===== src/rtl/palette_lookup_arbiter.sv =====
// Round-robin arbiter sharing one combinational palette ROM among NUM_REQ
// pixel pipelines. One lookup is granted per cycle. The colour comes back
// through a single registered response stage, tagged with the requester ID.
module palette_lookup_arbiter #(
  parameter int unsigned NUM_REQ = 3,
  parameter int unsigned ID_W    = 2
) (
  input  logic                   Clk,
  input  logic                   Reset,
  input  logic [NUM_REQ-1:0]     req_valid,
  input  logic [8*NUM_REQ-1:0]   req_addr,
  output logic [NUM_REQ-1:0]     req_ready,
  output logic [7:0]             rom_addr,
  input  logic [23:0]            rom_data,
  output logic                   rsp_valid,
  input  logic                   rsp_ready,
  output logic [23:0]            rsp_data,
  output logic [ID_W-1:0]        rsp_id
);

  localparam int unsigned PTR_W = (NUM_REQ > 1) ? $clog2(NUM_REQ) : 1;

  logic [PTR_W-1:0] rr_ptr;
  logic [PTR_W-1:0] win;
  logic [PTR_W-1:0] nxt_ptr;
  logic [PTR_W:0]   scan;
  logic             found;
  logic             accept_en;
  logic             accept;

  assign accept_en = !Reset && (!rsp_valid || rsp_ready);
  assign accept    = found && accept_en;
  assign nxt_ptr   = (win == PTR_W'(NUM_REQ - 1)) ? '0 : win + PTR_W'(1);

  // Scan from rr_ptr upward, wrapping at NUM_REQ. The first valid requester wins.
  always_comb begin
    found = 1'b0;
    win   = '0;
    scan  = '0;
    for (int unsigned k = 0; k < NUM_REQ; k++) begin
      scan = {1'b0, rr_ptr} + (PTR_W+1)'(k);
      if (scan >= (PTR_W+1)'(NUM_REQ)) begin
        scan = scan - (PTR_W+1)'(NUM_REQ);
      end
      if (!found && req_valid[scan[PTR_W-1:0]]) begin
        found = 1'b1;
        win   = scan[PTR_W-1:0];
      end
    end
  end

  // Drive the winner's index to the ROM, even while stalled, because the ROM
  // is read-only. Raise its ready only when the response stage can accept it.
  always_comb begin
    req_ready = '0;
    rom_addr  = '0;
    for (int unsigned i = 0; i < NUM_REQ; i++) begin
      if (found && !Reset && win == PTR_W'(i)) begin
        rom_addr     = req_addr[8*i +: 8];
        req_ready[i] = accept_en;
      end
    end
  end

  // Response register and rotation pointer. A new accept takes priority over
  // a drain, so back-to-back lookups leave no bubble.
  always_ff @(posedge Clk) begin
    if (Reset) begin
      rsp_valid <= 1'b0;
      rsp_data  <= '0;
      rsp_id    <= '0;
      rr_ptr    <= '0;
    end else if (accept) begin
      rsp_valid <= 1'b1;
      rsp_data  <= rom_data;
      rsp_id    <= ID_W'(win);
      rr_ptr    <= nxt_ptr;
    end else if (rsp_valid && rsp_ready) begin
      rsp_valid <= 1'b0;
    end
  end

endmodule

===== config.mk =====
export PLATFORM = sky130hd
export DESIGN_NAME = palette_lookup_arbiter
export DESIGN_NICKNAME = d
export VERILOG_FILES = /design/src/rtl/palette_lookup_arbiter.sv
export SDC_FILE = /design/constraint.sdc
export NUM_CORES = 1
export LEC_CHECK = 0
export ABC_AREA = 1
export CAP_MARGIN = 0
export CORE_UTILIZATION = 36
export CTS_CLUSTER_SIZE = 24
export DETAILED_ROUTE_END_ITERATION = 10
export GPL_TIMING_DRIVEN = 0
export HOLD_SLACK_MARGIN = 0.08
export PLACE_DENSITY = 0.81
export SYNTH_ARGS = -nofsm -noshare
export SYNTH_HDL_FRONTEND = slang
export SYNTH_SLANG_ARGS = --single-unit

===== constraint.sdc =====
create_clock -name Clk -period 2.7 [get_ports Clk]
set_clock_uncertainty 0.1 [all_clocks]
set_input_delay 0.54 -clock Clk [delete_from_list [all_inputs] [get_ports Clk]]
set_output_delay 0.54 -clock Clk [all_outputs]
set_load 0.05 [all_outputs]

After elaboration in Yosys (flattened, before gate mapping)
Cells that the tools add are included.
{ "op_classes": {"n_addsub": 6, "magnitude_cmp": 6, "eq_ne": 2, "n_mux": 24, "reduce_logical": 16} }
{ "op_table": {"columns": ["operator", "count"], "rows": [
  ["$mux 8", 3],
  ["$mux 2", 7],
  ["$mux 1", 11],
  ["$logic_and 1x1->1", 9],
  ["$lt 2x3->1 const B", 3],
  ["$bmux 1 s2", 3],
  ["$ge 3x2->1 const B", 2],
  ["$sub 2x2->2 const B", 3],
  ["$logic_not 1->1", 4],
  ["$add 2x1->3 const B", 1],
  ["$add 2x2->3 const B", 1],
  ["$add 2x1->2 const B", 1],
  ["$eq 2x1->1 const B", 1],
  ["$eq 2x2->1 const B", 1],
  ["$ge 2x2->1 const B", 1],
  ["$logic_not 2->1", 1],
  ["$reduce_bool 2->1", 1],
  ["$logic_or 1x1->1", 1]
]} }
{ "totals": {"ff_bits": 29, "output_inout_bits": 38, "elab_cells": 58} }

Longest topological paths before layout
Gate-level depths: netlist of run 1.
{ "depth": {"ltp_word": 16, "depth_mapped": 13, "ltp_nobuf": 12} }

Least setup slack after synthesis of run 1
No wires, ideal clock.
{ "synth_path": {"path_kind": "register to output", "start": "reg rr_ptr[0]", "end": "out req_ready[2]", "t_arrival_ns": 2.165, "t_required_ns": 2.060, "path_slack_ns": -0.105, "stages_incl_launch_ff": 12, "path_cell_list": "dfxtp_1 inv_1 ha_1 inv_2 nand2_1 nand2_1 a21oi_4 nand4_1 nand2_2 inv_2 buf_6 nor2_1"} }
{ "synth_via": {"elab_chain_cells": 14} }
{ "synth_rtl": {"columns": ["item", "line", "text"], "rows": [
  ["start: declaration", "23", "logic [PTR_W-1:0] rr_ptr;"],
  ["start signal: assignment", "77", "rr_ptr <= nxt_ptr;"],
  ["parallel branches: the longest is 12 deep, another holds $add 2x1->3", null, null],
  ["$logic_and 1x1->1 (*)", "58", "if (found && !Reset && win == PTR_W'(i)) begin"],
  ["$mux 1 (*)", "58", null],
  ["end: declaration", "12", "output logic [NUM_REQ-1:0] req_ready,"]
]} }
Every way passes the cells marked *. The select of a mux whose other input is x is not followed.

Worst setup path after layout of run 1
{ "layout_path": {"start": "reg rr_ptr[0]", "end": "out rom_addr[3]"} }
{ "layout_via": {"elab_chain_cells": 16} }
{ "layout_rtl": {"columns": ["item", "line", "text"], "rows": [
  ["parallel branches: the longest is 15 deep, another holds $add 2x1->3", null, null],
  ["$mux 8 (*)", "58", null],
  ["end: declaration", "13", "output logic [7:0] rom_addr,"]
]} }
Marks and branches as above.

==> results of run 1 <==
registers in the layout, indices dropped and copies added (netlist names):
name,flops
rsp_data,24
rr_ptr,2
rsp_id,2
rsp_valid,1
logic make-up after synthesis:
logic type      share of synthesized area (%)
simple gates                            43.79
buf+inv                                 9.224
compound gates                          4.397
flops                                   40.00
fa+ha+maj                               2.586
repair_timing:
action / in CTS / in global routing
pin swaps: 17 / 20
resized for setup: 106 / 35
hold endpoints to repair: 0 / 0
gates cloned: 0 / 1
hold buffers: 0 / 0
setup buffers: 5 / 1
setup endpoints to repair: 11 / 11
synth_stat cells, drive strengths merged:
library cell / instances
nand2: 79
ha: 3
buf: 6
inv: 18
a21oi: 5
nand4: 3
clkinv: 1
nand3: 56
dfxtp: 29
o21ai: 4
clkbuf: 2
a21boi: 1
nor2: 6
critical path: stages, from the launching register on:
cell and delay, ns:
dfxtp_4 0.36, inv_4 0.05, ha_4 0.29, buf_4 0.13, nor2_2 0.05, a21oi_4 0.20, nand4_1 0.19, nand2_4 0.14
inv_4 0.05, clkbuf_16 0.15, nand3_2 0.07, nand3_2 0.07, buf_6 0.16
stage by stage:
stage	power (mW)	hold WS (ns)	TNS, ns	std cells	utilization (%)
after global routing	2.807	0.3828	-1.917	365	74.85
after floorplan	1.513	0.3548	0	213	-
after global placement	1.954	0.3484	-9.673	352	64.30
after detailed placement	1.971	0.3543	-10.01	352	64.30
final	2.674	0.3563	-1.027	365	74.85
after CTS	2.486	0.3621	-0.4911	363	70.24
layer usage:
metal | wire length, µm | track usage [%] | up-vias
met1 | 1806 | 20.79 | 798
met2 | 2362 | 35.57 | 90
met3 | 524 | 10.24 | 11
met4 | 93 | 10.05 | 0
met5 | 0 | 0 | -
li1 | - | - | 895
worst max path at each step:
stage                       end  depth (start not counted)
CTS                 rom_addr[6]                         12
global placement    rom_addr[3]                         10
finish              rom_addr[3]                         12
global route        rom_addr[4]                         13
floorplan           rom_addr[0]                         12
detailed placement  rom_addr[5]                         10
area by class of cell:
| type | instances | share of cell area [%] |
|---|---|---|
| repair buffers | 98 | 36.48 |
| multi-input cells | 157 | 32.76 |
| flip-flops and latches | 29 | 20.83 |
| clock buffers | 7 | 3.059 |
| inverters | 19 | 2.793 |
| well taps | 48 | 2.128 |
| plain buffers | 7 | 1.950 |
power by group:
| part | leakage, nW | internal, mW | switching, mW | total (mW) |
|---|---|---|---|---|
| Combinational | 1.00 | 0.683 | 1.08 | 1.76 |
| Clock | 0.0443 | 0.201 | 0.144 | 0.345 |
| Sequential | 0.242 | 0.520 | 0.0502 | 0.570 |
| Total | 1.29 | 1.40 | 1.27 | 2.67 |
==> flow_summary.ini, run 1 <==
[power_and_ir_drop]
cellPowerDensity_nw_per_um2 = 947.2
ir_worst_vdd_mv = 0.5566
p_leak_nw = 1.287

[final_layout]
finalNetCount = 374
final_cell_mix = 77 x clkdlybuf4s50_1, 68 x nand2_1, 38 x nand3_1
fill_cells = 293
multi_input_area_um2 = 924.6
finish.instance_area_um2 = 2823
final_common_cell = clkdlybuf4s50_1
register_area_um2 = 588.1
n_antenna_cell = 0
drive_above_1_share_pct = 24.92
area_growth_syn_to_layout_pct = 94.48

[clocking]
h-tree-depth = 2
cts_tree = yes
path_clk_slew_ns = 0.05
root_buffer = clkbuf_8
clk-insertion-delay-late_ns = 0.27
cts_sinks = 29
clk_path_buf_depth = 2
numCtsBuffers = 5

[run_status]
status = complete, but fails checks
violations = negative setup slack

[die]
num_rows = 22
start_util_pct = 38.49
fp.dieArea_um2 = 4290
die_height_um = 65.50
io_pins = 92
core_area_um2 = 3771
die_w_um = 65.50

[placed_design]
routabilityCongestion = 0.7982
hpwlAfterDp_mm = 3.086
port_buffers = 91
placed_cell_area_um2 = 2425
dp_worst_setup_slack_ns = -0.9824

[critical_path]
reg2reg_from = rr_ptr[0]
worst_setup_path_start_kind = register
critPathKind = reg -> out
worstPathArrival_ns = 2.19
reg2reg_setup_slack_ns = 0.74
crit_start = rr_ptr[0]
cp.required_ns = 2.06
reg2regPathDepth = 11
path_max_fanout = 5
rr_endpoint = rsp_data[8]
critical_path.endpoint_type = output pin

[synth]
ys_types = 19
yosysSeqAreaShare_pct = 40.00
yosysTopAreaCell = dfxtp_1
ys_ff_latch = 29
synth_area_um2 = 1451
synth_area_leaders = dfxtp_1 40%, nand2_1 20%, nand3_1 19%
synthCells = 213
syn_avg_cell_area_um2 = 6.814
synth_top_area_share_pct = 40.00
syn-num-nets = 270
ys_warn_count = 0

[routing]
vias = 1794
drt_iter0_markers = 67
avgRoutedWirePerCell_um = 13.11
drcViolationCount = 0
postRouteAntennaNets = 0
drt-vias-per-instance = 4.915
wl_mm = 4.786
dr.pass1.iters = 4

[min_path]
min_to = rsp_data[11]
min_from = rsp_data[11]
hold_class = reg -> reg
worstHoldPathCells = 2

[job]
max-cap-violations = 0

[global_routing]
grt_use_total_pct = 20.77
grt_pass1_wl_mm = 6.720
grt_antenna_before_repair = 0
overflow = 0
grt_max_degree = 20
grt_pass1_vias = 1602

[sta]
rsz0062_at_grt = true
worst_slew_pin_slew_ns = 0.5335
timing.final.crit_share_pct = 104.7
clock.fmax_mhz = 353.8
slew-limit-headroom_pct = 64.32
maxSlewViolCount = 0
worst_slack_ns = -0.1263
hold_viol_final = 0
finalSetupViolations = 10
fin_crit_ns = 2.826
No activity file was read; power rests on OpenSTA's default activity.
==> inputs of run 2 (changes only) <==
--- a/config.mk
+++ b/config.mk
@@ -7,12 +7,14 @@
 export LEC_CHECK = 0
 export ABC_AREA = 1
 export CAP_MARGIN = 0
+export CORE_MARGIN = 10
 export CORE_UTILIZATION = 36
 export CTS_CLUSTER_SIZE = 24
 export DETAILED_ROUTE_END_ITERATION = 10
 export GPL_TIMING_DRIVEN = 0
 export HOLD_SLACK_MARGIN = 0.08
 export PLACE_DENSITY = 0.81
+export RECOVER_POWER = 100
 export SYNTH_ARGS = -nofsm -noshare
 export SYNTH_HDL_FRONTEND = slang
 export SYNTH_SLANG_ARGS = --single-unit
==> flow_summary.ini, run 2 (synthesized netlist as in run 1, its figures left out) <==
[critical_path]
cp.required_ns = 2.06
critical_path.endpoint_type = output pin
critPathKind = reg -> out
crit_path_max_incr_delay_ns = 0.37
path_max_fanout = 7
worstPathCellList = inv_4, ha_4, inv_4, nand2_2, nand2_2, a21oi_4, nand3_1, nand2_1, nand2_2, nor2_4, buf_12, nand2_2, nand3_2, buf_8
worst_path_max_delay_cell = dfxtp_4
worstPathArrival_ns = 2.19
crit_top_cell = nand2_2
worst_setup_path_start_kind = register

[final_layout]
top_regs = rsp_data x24, rr_ptr x2, rsp_id x2
finish.instance_area_um2 = 2999
largest-register = rsp_data
finalNetCount = 383
n_antenna_cell = 0
area_growth_syn_to_layout_pct = 106.6
final_cells = 375
final_cell_mix = 77 x clkdlybuf4s50_1, 62 x nand2_1, 35 x nand3_1
drive_above_1_share_pct = 30.77
fin_util_pct = 76.07
largest_register_ff_count = 24
final_common_cell = clkdlybuf4s50_1

[sta]
slew-limit-headroom_pct = 63.98
setup_tns_ns = -1.037
timing.final.crit_share_pct = 104.9
clock.fmax_mhz = 352.9
rsz0062_at_grt = true
finalSetupViolations = 9
worst_slack_ns = -0.1334
maxSlewViolCount = 0
fin_crit_ns = 2.833
hold_viol_final = 0
worst_slew_pin_slew_ns = 0.5387
whs_ns = 0.3588

[power_and_ir_drop]
p_int_mw = 1.475
p_clk_share_pct = 11.1
cellPowerDensity_nw_per_um2 = 944.1
pwr-share-comb_pct = 68.8
p_leak_nw = 1.355
p_sw_mw = 1.356
ir_worst_vdd_mv = 0.5830
pwr-share-seq_pct = 20.1
p_total_mw = 2.832
switching_share_pct = 47.90

[placed_design]
placed_cell_area_um2 = 2427
dp_worst_setup_slack_ns = -0.9846
port_buffers = 91
placed_cells = 354
hpwlAfterDp_mm = 3.948
routabilityCongestion = 0.8368

[clocking]
numCtsBuffers = 5
postCtsHoldBufs = 0
h-tree-depth = 2
cts_sinks = 29
cts_tree = yes
clk_path_buf_depth = 2
clk-insertion-delay-late_ns = 0.26
root_buffer = clkbuf_8
path_clk_slew_ns = 0.06

[routing]
postRouteAntennaNets = 0
dr.pass1.iters = 4
wl_mm = 5.807
drt_iter0_markers = 74
vias = 1861
avgRoutedWirePerCell_um = 15.49
drt-vias-per-instance = 4.963
drcViolationCount = 0

[global_routing]
grt_max_degree = 11
grt_antenna_before_repair = 0
grt_pass1_wl_mm = 9.018
overflow = 0
grt_pass1_vias = 1849
grt_use_total_pct = 15.24

[die]
io_pins = 92
start_util_pct = 36.81
die_w_um = 83.50
fp.dieArea_um2 = 6971
die_height_um = 83.50
core_area_um2 = 3943
num_rows = 23

[run_status]
violations = negative setup slack
status = complete, but fails checks

[min_path]
hold_class = reg -> reg

[job]
max-cap-violations = 0
## run 2: changes by cell type in the layout (fill, tap and decap cells not counted), moves of 2 or more
| cell | previous run | this run |
|---|---|---|
| nand2_1 | 68 | 62 |
| inv_1 | 9 | 5 |
| buf_6 | 6 | 8 |
| inv_2 | 6 | 9 |
| buf_12 | 1 | 3 |
| nand2_2 | 8 | 11 |
| nand2_4 | 3 | 6 |
| buf_8 | 8 | 11 |
| nand3_4 | 1 | 5 |
| buf_4 | 5 | 8 |
| nand3_1 | 38 | 35 |
## run 2: cell type report
class	instances	area, µm²
timing repair buffer	106	1127
multi-input combinational	157	1001
fill	275	943.4
sequential	29	588.1
inverter	19	83.83
clock buffer	5	68.82
buffer	8	62.56
tap	50	62.56
clock inverter	1	5.005
## run 2: path summary, 6_finish.rpt
kind / from / endpoint / slack, ns / cells after the start
worst max-delay path: rr_ptr[0] / rom_addr[5] / -0.13 / 14
worst min register to register: rsp_data[9] / rsp_data[9] / 0.36 / 2
worst max register to register: rr_ptr[1] / rsp_data[10] / 0.64 / 14
worst min-delay path: rsp_data[9] / rsp_data[9] / 0.36 / 2
## run 2: worst max-delay path: cells and delay by family, from the launching register on
family	cells	cell delay, ns
compound gates	1	0.23
flops	1	0.37
simple gates	8	0.67
buf+inv	4	0.37
fa+ha+maj	1	0.29
## run 2: power by group through the flow
| stage | logic, mW | registers, mW | clock network [mW] |
|---|---|---|---|
| floorplan | 0.662 | 0.852 | 0 |
| global placement | 1.41 | 0.566 | 0 |
| detailed placement | 1.42 | 0.572 | 0 |
| CTS | 1.66 | 0.570 | 0.323 |
| global route | 2.05 | 0.580 | 0.346 |
| finish | 1.95 | 0.570 | 0.314 |
## run 2: repair_timing
item | 4_1_cts | 5_1_grt
resized for setup | 113 | 58
gates cloned | 1 | 0
buffers inserted | 9 | 5
setup endpoints to repair | 11 | 11
pin swaps | 24 | 21
## run 2: metal layers
layer / global-route usage (%) / share of wire [%]
met5: 0 / 0
met4: 3.653 / 1.4
met3: 7.031 / 8.9
met2: 25.14 / 49
met1: 17.45 / 41
==> inputs of run 3 (changes only) <==
--- a/config.mk
+++ b/config.mk
@@ -13,6 +13,7 @@
 export DETAILED_ROUTE_END_ITERATION = 10
 export GPL_TIMING_DRIVEN = 0
 export HOLD_SLACK_MARGIN = 0.08
+export MAX_ROUTING_LAYER = met4
 export PLACE_DENSITY = 0.81
 export RECOVER_POWER = 100
 export SYNTH_ARGS = -nofsm -noshare
==> flow_summary.ini, run 3 (synthesized netlist as in run 1, its figures left out) <==
[clocking]
cts_sinks = 29
cts_tree = yes
numCtsBuffers = 5
postCtsHoldBufs = 0
h-tree-depth = 2
clk-insertion-delay-late_ns = 0.26
root_buffer = clkbuf_8
clk_path_buf_depth = 2
path_clk_slew_ns = 0.06

[routing]
drcViolationCount = 0
drt_iter0_markers = 55
drt-vias-per-instance = 4.984
postRouteAntennaNets = 0
dr.pass1.iters = 4
avgRoutedWirePerCell_um = 15.66
vias = 1859
wl_mm = 5.841

[die]
fp.dieArea_um2 = 6971
io_pins = 92
die_w_um = 83.50
core_area_um2 = 3943
start_util_pct = 36.81
die_height_um = 83.50
num_rows = 23

[placed_design]
hpwlAfterDp_mm = 3.948
routabilityCongestion = 0.8497
placed_cell_area_um2 = 2427
port_buffers = 91
placed_cells = 354

[critical_path]
reg2reg_from = rr_ptr[0]
critPathKind = reg -> out
worstPathArrival_ns = 2.20
worst_setup_path_start_kind = register
cp.required_ns = 2.06
rr_endpoint = rsp_data[10]
reg2regPathDepth = 13
reg2reg_setup_slack_ns = 0.65
path_max_fanout = 8
crit_end = rom_addr[4]
crit_start = rr_ptr[0]
critical_path.endpoint_type = output pin

[global_routing]
grt_max_degree = 11
grt_pass1_vias = 1857
grt_pass1_wl_mm = 8.956
grt_use_total_pct = 15.63
grt_antenna_before_repair = 0
overflow = 0

[min_path]
hold_class = reg -> reg

[sta]
fin_crit_ns = 2.842
timing.final.crit_share_pct = 105.2
finalSetupViolations = 10
setup_tns_ns = -1.149
rsz0062_at_grt = true
maxSlewViolCount = 0
worst_slew_pin_slew_ns = 0.5378
hold_viol_final = 0
slew-limit-headroom_pct = 64.04
clock.fmax_mhz = 351.9
whs_ns = 0.3587
worst_slack_ns = -0.1417

[power_and_ir_drop]
p_leak_nw = 1.346
cellPowerDensity_nw_per_um2 = 943.9
ir_worst_vdd_mv = 0.5843

[final_layout]
final_cells = 373
n_antenna_cell = 0
top_regs = rsp_data x24, rr_ptr x2, rsp_id x2
finalNetCount = 381
largest_register_ff_count = 24
final_cell_mix = 77 x clkdlybuf4s50_1, 62 x nand2_1, 34 x nand3_1
largest-register = rsp_data
fill_cells = 280
area_growth_syn_to_layout_pct = 105.9
drive_above_1_share_pct = 30.34
final_common_cell = clkdlybuf4s50_1
finish.instance_area_um2 = 2989

[job]
max-cap-violations = 0

[run_status]
violations = negative setup slack
status = complete, but fails checks
==> run 3: cell count changes in the layout (fill, tap and decap cells not counted), sizes merged <==
cell,change
buf,-2
==> run 3: metal layers <==
layer / share of wire, % / vias to the layer above / global-route usage (%)
met4: 1.7 / 0 / 3.653
li1: - / 912 / -
met3: 7.1 / 10 / 5.859
met2: 49 / 80 / 25.14
met5: 0 / - / -
met1: 42 / 857 / 18.06
==> run 3: where the power goes <==
| part | total [mW] | leakage, nW | internal, mW | switching, mW |
|---|---|---|---|---|
| sequential | 0.570 | 0.242 | 0.520 | 0.0502 |
| clock | 0.313 | 0.0399 | 0.169 | 0.144 |
| combinational | 1.94 | 1.06 | 0.774 | 1.16 |
==> run 3: stage by stage <==
step	util (%)	total power, mW	setup slack (ns)
after floorplan	-	1.513	0.08997
after global placement	61.57	1.973	-0.9439
after detailed placement	61.57	1.989	-0.9846
after CTS	69.22	2.549	-0.06228
after global routing	75.82	2.966	-0.2352
final	75.82	2.822	-0.1417
==> run 3: what timing repair did <==
item                                    CTS  global route
cloned                                    1             0
setup buffers                             9             3
endpoints found under the setup margin   11            11
resized for setup                       113            58
pin swaps                                24            22
==> run 3: worst min-delay path by stage <==
stage,start,end,slack [ns],cells after the start
floorplan,rr_ptr[0],rr_ptr[0],0.35,2
global placement,rsp_data[12],rsp_data[12],0.35,2
detailed placement,rsp_data[22],rsp_data[22],0.35,2
CTS,rsp_data[22],rsp_data[22],0.36,2
global route,rsp_data[20],rsp_data[20],0.38,2
finish,rsp_data[9],rsp_data[9],0.36,2
==> run 3: area by class of cell <==
cell class	instances	area, µm²	area share (%)
buffer	8	62.56	2.093
clock buffer	5	68.82	2.302
clock inverter	1	5.005	0.1674
inverter	19	83.83	2.805
multi-input combinational	157	1006	33.65
sequential	29	588.1	19.67
tap	50	62.56	2.093
timing repair buffer	104	1112	37.21
==> run 3: critical path: stages, from the launching register on <==
cell and delay (ns):
dfxtp_4 0.37, inv_4 0.05, ha_4 0.29, inv_4 0.04
nand2_2 0.05, nand2_2 0.06, a21oi_4 0.22, nand4_1 0.18
nand2_2 0.15, nor2_4 0.05, buf_12 0.14, nand3_2 0.07
nand3_2 0.08, buf_8 0.16
